[src/rtl/nettlp_eth_tx_sched.sv]
// Per-packet round-robin scheduler for two NetTLP TLP sources onto a 64-bit Ethernet TX stream.
// Each frame is a 48-byte Eth/IPv4/UDP/NetTLP header followed by the granted source's payload.
module nettlp_eth_tx_sched #(
  parameter logic [47:0] SRC_MAC = 48'h00_11_22_33_44_55,
  parameter logic [47:0] DST_MAC = 48'hFF_FF_FF_FF_FF_FF,
  parameter logic [31:0] SRC_IP  = 32'hC0A8_0A01,
  parameter logic [31:0] DST_IP  = 32'hC0A8_0A03,
  parameter logic [7:0]  IP_TTL  = 8'd64
) (
  input  logic        clk,
  input  logic        rst,
  input  logic [31:0] tstamp_i,
  input  logic        cpl_req,
  input  logic [10:0] cpl_len,
  output logic        cpl_ack,
  input  logic [63:0] cpl_tdata,
  input  logic [7:0]  cpl_tkeep,
  input  logic        cpl_tlast,
  input  logic        cpl_tvalid,
  output logic        cpl_tready,
  input  logic        mr_req,
  input  logic [10:0] mr_len,
  output logic        mr_ack,
  input  logic [63:0] mr_tdata,
  input  logic [7:0]  mr_tkeep,
  input  logic        mr_tlast,
  input  logic        mr_tvalid,
  output logic        mr_tready,
  output logic [63:0] eth_tdata,
  output logic [7:0]  eth_tkeep,
  output logic        eth_tlast,
  output logic        eth_tvalid,
  output logic        eth_tuser,
  input  logic        eth_tready,
  output logic [1:0]  dbg_state
);
  // Handshake: a beat moves on a rising clk edge where tvalid && tready; a valid beat
  // and its data stay unchanged until accepted. req is held by a source until its ack pulse.
  typedef enum logic [1:0] {IDLE, LOAD, HDR, PAYLOAD} state_t;

  state_t      state;
  logic        sel_mr;
  logic        prio_mr;  // 1: MR wins the next tie (set to the source not granted last)
  logic [10:0] len_r;
  logic [31:0] tstamp_r;
  logic [9:0]  seq_r, cpl_seq, mr_seq;
  logic [15:0] tot_len, udp_len, csum;
  logic [2:0]  beat;

  logic        grant_mr;
  logic [15:0] tot_len_nxt, port;
  logic [19:0] sum0;
  logic [16:0] fold1, fold2;
  logic [63:0] hdr_be;

  assign grant_mr  = mr_req & (~cpl_req | prio_mr);
  assign cpl_ack   = (state == IDLE) & cpl_req & ~grant_mr;
  assign mr_ack    = (state == IDLE) & grant_mr;
  assign dbg_state = state;
  assign eth_tuser = 1'b0;
  assign port      = sel_mr ? 16'h4000 : 16'h3000;

  always_comb begin
    tot_len_nxt = {5'd0, len_r} + 16'd34;
    sum0 = 20'h4500 + {4'h0, tot_len_nxt} + 20'h4000 + {4'h0, IP_TTL, 8'h11}
         + {4'h0, SRC_IP[31:16]} + {4'h0, SRC_IP[15:0]}
         + {4'h0, DST_IP[31:16]} + {4'h0, DST_IP[15:0]};
    fold1 = {1'b0, sum0[15:0]} + {13'd0, sum0[19:16]};
    fold2 = {1'b0, fold1[15:0]} + {16'd0, fold1[16]};
  end

  // Header words are assembled with the first wire byte in [63:56].
  always_comb begin
    case (beat)
      3'd0:    hdr_be = {DST_MAC, SRC_MAC[47:32]};
      3'd1:    hdr_be = {SRC_MAC[31:0], 16'h0800, 8'h45, 8'h00};
      3'd2:    hdr_be = {tot_len, 16'h0000, 16'h4000, IP_TTL, 8'h11};
      3'd3:    hdr_be = {csum, SRC_IP, DST_IP[31:16]};
      3'd4:    hdr_be = {DST_IP[15:0], port, port, udp_len};
      default: hdr_be = {16'h0000, 6'b0, seq_r, tstamp_r};
    endcase
  end

  always_comb begin
    eth_tdata  = '0;
    eth_tkeep  = '0;
    eth_tlast  = 1'b0;
    eth_tvalid = 1'b0;
    cpl_tready = 1'b0;
    mr_tready  = 1'b0;
    if (state == HDR) begin
      eth_tvalid = 1'b1;
      eth_tkeep  = 8'hFF;
      for (int i = 0; i < 8; i++) eth_tdata[8*i +: 8] = hdr_be[63-8*i -: 8];
    end else if (state == PAYLOAD) begin
      if (sel_mr) begin
        eth_tdata  = mr_tdata;
        eth_tkeep  = mr_tkeep;
        eth_tlast  = mr_tlast;
        eth_tvalid = mr_tvalid;
        mr_tready  = eth_tready;
      end else begin
        eth_tdata  = cpl_tdata;
        eth_tkeep  = cpl_tkeep;
        eth_tlast  = cpl_tlast;
        eth_tvalid = cpl_tvalid;
        cpl_tready = eth_tready;
      end
    end
  end

  always_ff @(posedge clk or posedge rst) begin
    if (rst) begin
      state    <= IDLE;
      sel_mr   <= 1'b0;
      prio_mr  <= 1'b0;
      len_r    <= '0;
      tstamp_r <= '0;
      seq_r    <= '0;
      cpl_seq  <= '0;
      mr_seq   <= '0;
      tot_len  <= '0;
      udp_len  <= '0;
      csum     <= '0;
      beat     <= '0;
    end else begin
      case (state)
        IDLE: if (cpl_req | mr_req) begin
          sel_mr   <= grant_mr;
          len_r    <= grant_mr ? mr_len : cpl_len;
          seq_r    <= grant_mr ? mr_seq : cpl_seq;
          tstamp_r <= tstamp_i;
          state    <= LOAD;
        end
        LOAD: begin
          tot_len <= tot_len_nxt;
          udp_len <= {5'd0, len_r} + 16'd14;
          csum    <= ~fold2[15:0];
          beat    <= '0;
          state   <= HDR;
        end
        HDR: if (eth_tready) begin
          if (beat == 3'd5) begin
            state <= PAYLOAD;
            if (sel_mr) mr_seq <= mr_seq + 10'd1;
            else        cpl_seq <= cpl_seq + 10'd1;
          end else begin
            beat <= beat + 3'd1;
          end
        end
        default: if (eth_tvalid & eth_tready & eth_tlast) begin
          state   <= IDLE;
          prio_mr <= ~sel_mr;
        end
      endcase
    end
  end
endmodule

[config.mk]
export PLATFORM = sky130hd
export DESIGN_NAME = nettlp_eth_tx_sched
export DESIGN_NICKNAME = d
export VERILOG_FILES = /design/src/rtl/nettlp_eth_tx_sched.sv
export SDC_FILE = /design/constraint.sdc
export NUM_CORES = 1
export LEC_CHECK = 0
export CAP_MARGIN = 40
export CORE_AREA = 2 2 163 165
export CTS_CLUSTER_DIAMETER = 50
export CTS_CLUSTER_SIZE = 20
export DETAILED_ROUTE_END_ITERATION = 8
export DIE_AREA = 0 0 165 167
export GPL_ROUTABILITY_DRIVEN = 1
export HOLD_SLACK_MARGIN = 0.08
export PLACE_DENSITY = 0.63
export SLEW_MARGIN = 10
export SYNTH_ARGS = -nofsm -noshare
export SYNTH_HDL_FRONTEND = slang
export SYNTH_SLANG_ARGS = --single-unit
[constraint.sdc]
create_clock -name clk -period 3.85 [get_ports clk]
set_input_delay 0.5775 -clock clk [delete_from_list [all_inputs] [get_ports clk]]
set_output_delay 0.5775 -clock clk [all_outputs]
set_load 0.01 [all_outputs]
-- Yosys cells after proc, flatten, opt, wreduce, memory -nomap -nowiden
Cells that the tools add are included.
- add/subtract/negate cells: 14
- eq/ne operators: 12
- muxes and demuxes: 30
- bitwise logic cells: 13
- reduce and logical (&&, ||, !) cells: 11
- operators by type and width (operator ; number):
    64-bit case mux with 5 select lines ; 1
    64-bit 2-to-1 mux ; 3
    8-bit 2-to-1 mux ; 3
    10-bit by 1-bit adder with 10-bit output, second input constant ; 2
    19-bit by 12-bit adder with 20-bit output, second input constant ; 1
    20-bit by 12-bit adder with 20-bit output, second input constant ; 1
    20-bit by 16-bit adder with 20-bit output, second input constant ; 1
    18-bit by 16-bit adder with 19-bit output, second input constant ; 1
    17-bit by 15-bit adder with 18-bit output, second input constant ; 1
    16-bit by 15-bit adder with 17-bit output, second input constant ; 1
    16-bit by 4-bit adder with 17-bit output ; 1
    15-bit by 12-bit adder with 16-bit output, first input constant ; 1
    16-bit by 1-bit adder with 16-bit output ; 1
    16-bit inverter ; 1
    15-bit 2-to-1 mux ; 1
    11-bit by 4-bit adder with 12-bit output, second input constant ; 1
    11-bit by 6-bit adder with 12-bit output, second input constant ; 1
    1-bit 2-to-1 mux ; 12
    4-bit AND reduction ; 3
    11-bit 2-to-1 mux ; 1
    10-bit 2-to-1 mux ; 1
    2-bit 2-to-1 mux ; 4
    1-bit AND ; 6
    3-bit by 2-bit == test with 1-bit output, second input constant ; 2
    19 further kinds ; 29
- register bits: 128
- bits of input ports: 207
- logic and storage cells: 92

-- Longest topological paths before layout
Gate-level depths: netlist (run 1).
- depth after elaboration: 11
- gate-level depth with buffers: 11
- mapped depth without buffers: 9

-- Worst setup path before layout (run 1)
Ideal clock, no wire load.
- kind: register to register
- start point: register len_r[1]
- end point: register csum[13]
- arrival time: 2.445 ns
- required time: 3.710 ns
- setup slack: 1.265 ns
- cell stages (with the launch flop): 11
- cells stage by stage: dfrtp_1 buf_2 inv_1 ha_1 a21oi_1 nor2_1 or3_4 a2111oi_4 or2_2 o311a_2 o32ai_1
- cells in the longest elaborated chain, start to end: 11
- ends and longest elaborated chain (element ; line ; RTL):
    start, declared ; 44 ; logic [10:0] len_r;
    start signal, assigned ; 130 ; len_r <= grant_mr ? mr_len : cpl_len;
    11-bit by 6-bit adder with 12-bit output ; 64 ; tot_len_nxt = {5'd0, len_r} + 16'd34;
    named net tot_len_nxt[1] ; 51 ; logic [15:0] tot_len_nxt, port;
    15-bit by 12-bit adder with 16-bit output ; 65 ; sum0 = 20'h4500 + {4'h0, tot_len_nxt} + 20'h4000 + {4'h0, IP_TTL, 8'h11}
    16-bit by 15-bit adder with 17-bit output ; 65 ;
    17-bit by 15-bit adder with 18-bit output ; 65 ;
    18-bit by 16-bit adder with 19-bit output ; 66 ; + {4'h0, SRC_IP[31:16]} + {4'h0, SRC_IP[15:0]}
    19-bit by 12-bit adder with 20-bit output ; 66 ;
    20-bit by 16-bit adder with 20-bit output ; 67 ; + {4'h0, DST_IP[31:16]} + {4'h0, DST_IP[15:0]};
    20-bit by 12-bit adder with 20-bit output ; 67 ;
    16-bit by 4-bit adder with 17-bit output ; 68 ; fold1 = {1'b0, sum0[15:0]} + {13'd0, sum0[19:16]};
    16-bit by 1-bit adder with 16-bit output ; 69 ; fold2 = {1'b0, fold1[15:0]} + {16'd0, fold1[16]};
    16-bit inverter ; 138 ; csum <= ~fold2[15:0];
    end signal, assigned ; 138 ;
    end, declared ; 47 ; logic [15:0] tot_len, udp_len, csum;
The timed path passes the listed nets, and every way through them passes these cells.
A chain may end at the register's enable or synchronous reset.

-- Final worst setup path (run 1)
- start point: register beat[0]
- end point: output port eth_tdata[27]
- cells in the longest elaborated chain, start to end: 3
- elaborated cells on any way between the ends: 7
- ends and longest elaborated chain (element ; line ; RTL):
    start, declared ; 48 ; logic [2:0] beat;
    start signal, assigned ; 148 ; beat <= beat + 3'd1;
    3-bit == test, or another cell as far along ; 74 ; case (beat)
    64-bit case mux with 5 select lines * ; 74 ;
    64-bit 2-to-1 mux * ; 91 ; if (state == HDR) begin
    end, declared ; 29 ; output logic [63:0] eth_tdata,
Mark *: on every way between the ends. The rest lies on a longest branch, timed or not.

==> results of run 1 <==
-- final cells by class --
type | instances | area [um^2] | share of cell area
multi-input cells | 611 | 4400 | 0.382
repair buffers | 309 | 3090 | 0.269
flip-flops and latches | 117 | 2930 | 0.255
clock buffers | 22 | 474 | 0.0413
well taps | 335 | 419 | 0.0365
clock inverters | 9 | 103 | 0.00893
inverters | 19 | 73.8 | 0.00642
diodes | 1 | 2.50 | 0.000218
-- cells by family (layout without fill, tap and decap cells) --
kind of cell | after synthesis | count (layout) | share of synthesized area
mux | 141 | 141 | 0.195
xor+xnor | 48 | 48 | 0.0562
buf+inv | 78 | 359 | 0.0416
compound gates | 203 | 203 | 0.174
flops | 117 | 117 | 0.384
other cells | 1 | 2 | 0.000492
fa+ha+maj | 17 | 17 | 0.0279
simple gates | 201 | 201 | 0.121
-- cell usage after synthesis (4+ instances only) --
cell	n	share of area
dfrtp_1	117	0.38
mux2i_1	82	0.11
nor2_1	66	0.033
nand2_1	64	0.032
o21ai_0	60	0.039
mux2_2	59	0.087
a21oi_1	49	0.032
clkbuf_1	42	0.021
xnor2_1	32	0.037
o22ai_1	24	0.020
a221o_1	20	0.026
inv_1	18	0.0089
ha_1	17	0.028
nand3_1	16	0.011
xor2_1	15	0.017
nor3_1	11	0.0072
o211ai_1	11	0.011
buf_1	9	0.0044
nand4_1	7	0.0057
a31oi_1	6	0.0049
and3_1	6	0.0049
or2_2	6	0.0049
a221oi_1	5	0.0057
buf_2	4	0.0026
nand2b_1	4	0.0033
nor2b_1	4	0.0033
nor4_1	4	0.0033
-- flip-flops by register name, indices dropped and copies added, names as in the netlist --
register   flops
mr_seq        10
tot_len       10
cpl_seq       10
prio_mr        1
beat           3
tstamp_r      32
udp_len       11
len_r         11
csum          16
sel_mr         1
dbg_state      2
seq_r         10
-- report_power, final --
part / switching (uW) / total (uW) / internal, uW
registers: 494 / 2200 / 1700
clock network: 555 / 1550 / 994
logic: 2720 / 5390 / 2670
-- stage by stage --
| stage | hold WS [ns] | worst slack [ns] | instances | power [uW] | area, um^2 |
|---|---|---|---|---|---|
| finish | 0.470 | 0.239 | 1423 | 9140 | 11500 |
| global route | 0.500 | 0.0772 | 1423 | 9760 | 11500 |
| global placement | 0.455 | 0.720 | 1390 | 7510 | 10900 |
| floorplan | 0.438 | 0.172 | 806 | 5270 | 7620 |
| detailed placement | 0.461 | 0.663 | 1391 | 7600 | 10900 |
| CTS | 0.474 | 0.213 | 1422 | 9190 | 11500 |
-- critical path, delay by kind of cell, from the launching register on --
kind                       cells  cell delay (ns)
AOI/OAI and AO/OA              2             0.22
adders and majority gates      1             0.21
DFF                            1             0.43
buffers and inverters          5             1.43
and+or+nand+nor                3             0.31
-- path summary, 6_finish.rpt --
check / from / cells after the start / to / slack [ns]
setup / recovery: beat[0]$_DFFE_PP0P_ / 11 / eth_tdata[27] / 0.24
hold / removal: mr_seq[9]$_DFFE_PP0P_ / 1 / mr_seq[9]$_DFFE_PP0P_ / 0.47
setup reg to reg: len_r[1]$_DFFE_PP0P_ / 9 / csum[7]$_DFFE_PP0P_ / 0.86
hold reg to reg: mr_seq[9]$_DFFE_PP0P_ / 1 / mr_seq[9]$_DFFE_PP0P_ / 0.47
max in group asynchronous: rst / 3 / sel_mr$_DFFE_PP0P_ / 2.52
min in group asynchronous: rst / 2 / tstamp_r[1]$_DFFE_PP0P_ / 0.60
-- layer usage --
metal / global-route usage / share of wire / vias to the layer above
met4: 0.0650 / 0.025 / 0
met5: 0 / 0 / -
met1: 0.260 / 0.45 / 3354
met3: 0.0418 / 0.072 / 34
li1: - / - / 3473
met2: 0.296 / 0.45 / 262
==> metrics.md, run 1 <==
| Metric | Value |
|---|---|
| Residual DRC count | `0` |
| CTS buffer count | `17` |
| Total grt overflow | `0` |
| Port-buffer cells | `approximately 290` |
| Clk buf depth | `2` |
| Post-synth net total | `1030` |
| Routed len/inst | `approximately 19 um` |
| First-pass GRT wire length | `between 30 and 40 mm` |
| Commonest non-fill, non-tap cell in the layout | `clkdlybuf4s50_1` |
| Die area | `27600 um^2` |
| Period minus WS final | `3.61 ns` |
| Fin Clk Skew | `0.00645 ns` |
| YS warnings | `0` |
| Number of synthesized register bits | `117` |
| Starting DRT DRC Count | `423` |
| Worst EP required | `3.27 ns` |
| Total wire length | `26.5 mm` |
| Gate Count Post-Synth | `~810` |
| Filler cell count | `2568` |
| Pin count of the biggest net entering global routing | `58` |
| CTS tree | `built` |
| Status | `complete, no violations` |
| CP max FO | `34` |
| Overall routing resource usage | `0.190` |
| Post-CTS sizing | `0` |
| Die H | `around 170 um` |
| Vias in the first global route | `6992` |
| Setup CP Type | `flip-flop to output pin` |
| Max VDD drop | `0.401 mV` |
| # hold bufs at CTS | `0` |
| Mapped Area | `between 7000 and 8000 um^2` |
| CP max stage cell | `clkdlybuf4s50_1` |
| DRT Pass-1 Iters | `7` |
| GPL Wtd Cong | `between 0.8 and 0.9` |
| Final hold vios | `0` |
| Final setup fails | `0` |
| Clk Latency, worst-skew pair | `0.41 ns` |
| Site Rows | `59` |
| I/O pins | `288` |
| Initial core utilization | `0.296` |
| Die width | `about 170 um` |
| Worst setup EP type | `output pin` |
| Initial antenna violation count | `1` |
| Detail Placement HPWL | `20.7 mm` |
| Critical path's largest stage delay | `0.58 ns` |
| Crit share post-route | `0.938` |
| Post-Route Setup TNS | `0 ns` |
| Seq/Total Area, Yosys | `0.384` |
| Final Core Density | `0.446` |
| RSZ-0062 raised after global routing | `false` |
| Mean post-synth cell area | `approximately 9.5 um^2` |
| Yosys cell types | `between 60 and 70` |
| Class of the worst hold path | `flip-flop to flip-flop` |
| P_leak | `0.00467 uW` |
| Max_cap viols | `0` |
| H-tree lvl count | `4` |
| Layout cells sized above 1 | `0.122` |
| Setup bufs post-CTS | `0` |
| Arrival time worst endpoint | `3.03 ns` |
| Most frequent cells in the layout | `clkdlybuf4s50_1 (286), dfrtp_1 (116), mux2i_1 (82)` |
| Highest Clock Rate | `between 200 and 300 MHz` |
| Core area | `25800 um^2` |
| PD cells | `795 nW/um^2` |
| DR vias/cell | `5.01` |
| Post-DRT Antenna Nets | `0` |
| # nets final | `1299` |
| Fraction of registers with async set/reset | `1.00` |
| Worst-margin pin slew | `0.752 ns` |
| Root Driver | `clkbuf_16` |
| Clock transition at path regs | `0.06 ns` |
| Worst setup SP type | `flip-flop` |
| Cell-by-cell trace of the critical path | `inv_1 -> ha_1 -> buf_4 -> nor3_1 -> o21bai_1 -> buf_4 -> nor2_2 -> buf_4 -> nand2_1 -> o211ai_1 -> clkdlybuf4s50_1` |
| Worst slew margin | `0.499` |
| Most frequent cell on the critical path | `buf_4` |
| Area growth from synthesis to layout | `50.9%` |
| Via count | `7123` |
| Fin. max-slew vios | `0` |
| Top_reg_cell synth | `dfrtp_1` |
| Clock sink count | `117` |
| Post-synth EDFFs | `0` |
Note: power is estimated with default switching activity, not from simulation.
==> inputs of run 2 (changes only) <==
Settings changed: ABC_AREA from default to 0.
==> results of run 2 <==
The final DEF is identical to that of run 1; final timing and power are the same.
==> inputs of run 3 (changes only) <==
Settings changed: CORE_AREA 2 2 163 165 to 2 2 140 142, DIE_AREA 0 0 165 167 to 0 0 142 144, PLACE_DENSITY 0.63 to 0.8.
==> run 3 against run 2 <==
  * Global-route usage is 5.1 points higher
  * Utilization is 16 points higher
  * Non-clock buffer count is 3 higher
  * Combinational power is 1% lower
  * Sequential power hardly changed
  * Sequential share of layout area hardly changed
  * Via count is 3.5% higher
  * Flip-flop and latch count stayed put
  * Largest cell class unchanged
==> metrics.md, run 3 (synthesized netlist as in run 1, its figures left out) <==
| Metric | Value |
|---|---|
| Max_cap viols | `0 (unchanged)` |
| Core area | `19100 um^2 (-26%)` |
| Worst slew margin | `0.485 (-0.0138)` |
| Final setup fails | `0 (unchanged)` |
| Worst setup EP type | `output pin` |
| Clock transition at path regs | `0.05 ns (about the same)` |
| CTS tree | `built` |
| Setup CP Type | `flip-flop to output pin` |
| Residual DRC count | `0 (unchanged)` |
| Initial core utilization | `0.399 (+0.104)` |
| # hold bufs at CTS | `0 (unchanged)` |
| PD cells | `812 nW/um^2 (+2.1%)` |
| Area growth from synthesis to layout | `50.7% (about the same)` |
| CP max FO | `32 (-5.9%)` |
| Finished Cell Area | `11500 um^2 (about the same)` |
| Via count | `7374 (+3.5%)` |
| # nets final | `1302 (+0.23%)` |
| Post-DRT Antenna Nets | `0 (unchanged)` |
| RR Startpoint | `len_r[1]$_DFFE_PP0P_` |
| Initial antenna violation count | `1 (unchanged)` |
| Die width | `142 um (-14%)` |
| Worst-margin pin slew | `0.767 ns (+0.0152 ns)` |
| Starting DRT DRC Count | `522 (+23%)` |
| Total grt overflow | `0 (unchanged)` |
| Highest Clock Rate | `277 MHz (about the same)` |
| DR vias/cell | `5.55 (+11%)` |
| Die area | `20400 um^2 (-26%)` |
| Worst EP required | `3.27 ns (about the same)` |
| Max VDD drop | `0.394 mV (-1.6%)` |
| H-tree lvl count | `4 (unchanged)` |
| ANT cells | `0 (-1)` |
| CTS buffer count | `17 (unchanged)` |
| Total wire length | `25.2 mm (-4.9%)` |
| Max reg flops | `32 (unchanged)` |
| Worst setup SP type | `flip-flop` |
| Pin count of the biggest net entering global routing | `62 (+6.9%)` |
| Root Driver | `clkbuf_16` |
| RSZ-0062 raised after global routing | `false` |
| Port-buffer cells | `286 (unchanged)` |
| Arrival time worst endpoint | `3.03 ns (about the same)` |
| Class of the worst hold path | `input pin to async pin` |
| Crit share post-route | `0.937 (about the same)` |
| Fin Clk Skew | `0.00519 ns (-0.00127 ns)` |
| GPL Wtd Cong | `0.870 (+3.6%)` |
| I/O pins | `288 (unchanged)` |
| Site Rows | `51 (-14%)` |
| Commonest non-fill, non-tap cell in the layout | `clkdlybuf4s50_1` |
| Setup bufs post-CTS | `0 (unchanged)` |
| Final Core Density | `0.602 (+0.156)` |
| Clock sink count | `117 (unchanged)` |
| Status | `complete, no violations` |
| Overall routing resource usage | `0.241 (+0.0512)` |
| DRT Pass-1 Iters | `5 (-2)` |
| Post-placement cell area | `10800 um^2 (-1.0%)` |
| P_leak | `0.00473 uW (+1.2%)` |
| R2R Setup Slk | `0.92 ns (+0.06 ns)` |
| Layout cells sized above 1 | `0.127 (+0.00505)` |
| Reg2reg end | `csum[11]$_DFFE_PP0P_` |
| WHS | `0.418 ns (-0.0522 ns)` |
| Clk buf depth | `2 (unchanged)` |
| Fin. max-slew vios | `0 (unchanged)` |
| Vias in the first global route | `7012 (+0.29%)` |
| Clk Latency, worst-skew pair | `0.41 ns (about the same)` |
| Cell depth of the worst flop-to-flop path | `7 (-2)` |
| Most frequent cells in the layout | `clkdlybuf4s50_1 (286), dfrtp_1 (116), mux2i_1 (82)` |
| Detail Placement HPWL | `19.4 mm (-6.1%)` |
| Period minus WS final | `3.61 ns (-0.00193 ns)` |
| First-pass GRT wire length | `38.1 mm (-4.5%)` |
| Final hold vios | `0 (unchanged)` |
| Biggest regs | `tstamp_r (32), csum (16)` |
| Die H | `144 um (-14%)` |
| Routed len/inst | `18.9 um (+1.8%)` |
| Post-CTS sizing | `0 (unchanged)` |
| Largest register by flop count | `tstamp_r` |
| Post-Route Setup TNS | `0 ns (unchanged)` |
[run 3: layout make-up]
cell class	count	area (um^2)
Clock inverter	13	228
Clock buffer	19	453
Sequential cell	117	2930
Timing Repair Buffer	312	3100
Tap cell	238	298
Multi-Input combinational cell	611	4400
Inverter	19	73.8
Fill cell	1654	7600
[run 3: worst max-delay path by stage]
stage	from	endpoint	slack [ns]	depth (start not counted)
5_1_grt	beat[0]$_DFFE_PP0P_	eth_tdata[31]	0.03	10
4_1_cts	beat[0]$_DFFE_PP0P_	eth_tdata[63]	0.25	10
3_5_place_dp	beat[0]$_DFFE_PP0P_	eth_tdata[63]	0.70	10
2_1_floorplan	rst	beat[0]$_DFFE_PP0P_	0.17	1
3_3_place_gp	beat[0]$_DFFE_PP0P_	eth_tdata[23]	0.56	7
6_report	beat[0]$_DFFE_PP0P_	eth_tdata[63]	0.24	10
[run 3: worst max-delay path, stage by stage, from the launching register on]
cell,delay (ns)
dfrtp_1,0.43
inv_1,0.09
ha_1,0.31
nor3_1,0.17
o21bai_1,0.08
buf_4,0.19
nor2_2,0.13
buf_4,0.40
a21oi_1,0.12
o21ai_0,0.09
clkdlybuf4s50_1,0.59
[run 3: per-layer routing]
layer,vias up,global-route usage,routed length [um]
met2,318,0.379,11700
met1,3524,0.320,10800
met3,41,0.0699,2020
met4,2,0.0837,575
li1,3489,-,-
met5,-,0,13
[run 3: power breakdown]
group	internal, uW	switching, uW	total (uW)
registers	1700	515	2220
clock network	1250	551	1800
logic	2660	2650	5310
total	5610	3720	9320
[run 3: through the flow]
step                setup slack (ns)  total power [uW]  cells
finish                         0.241              9320   1329
global route                  0.0263              9930   1329
CTS                            0.254              9340   1329
detailed placement             0.704              7510   1297
global placement               0.561              7360   1294
floorplan                      0.172              5270    806
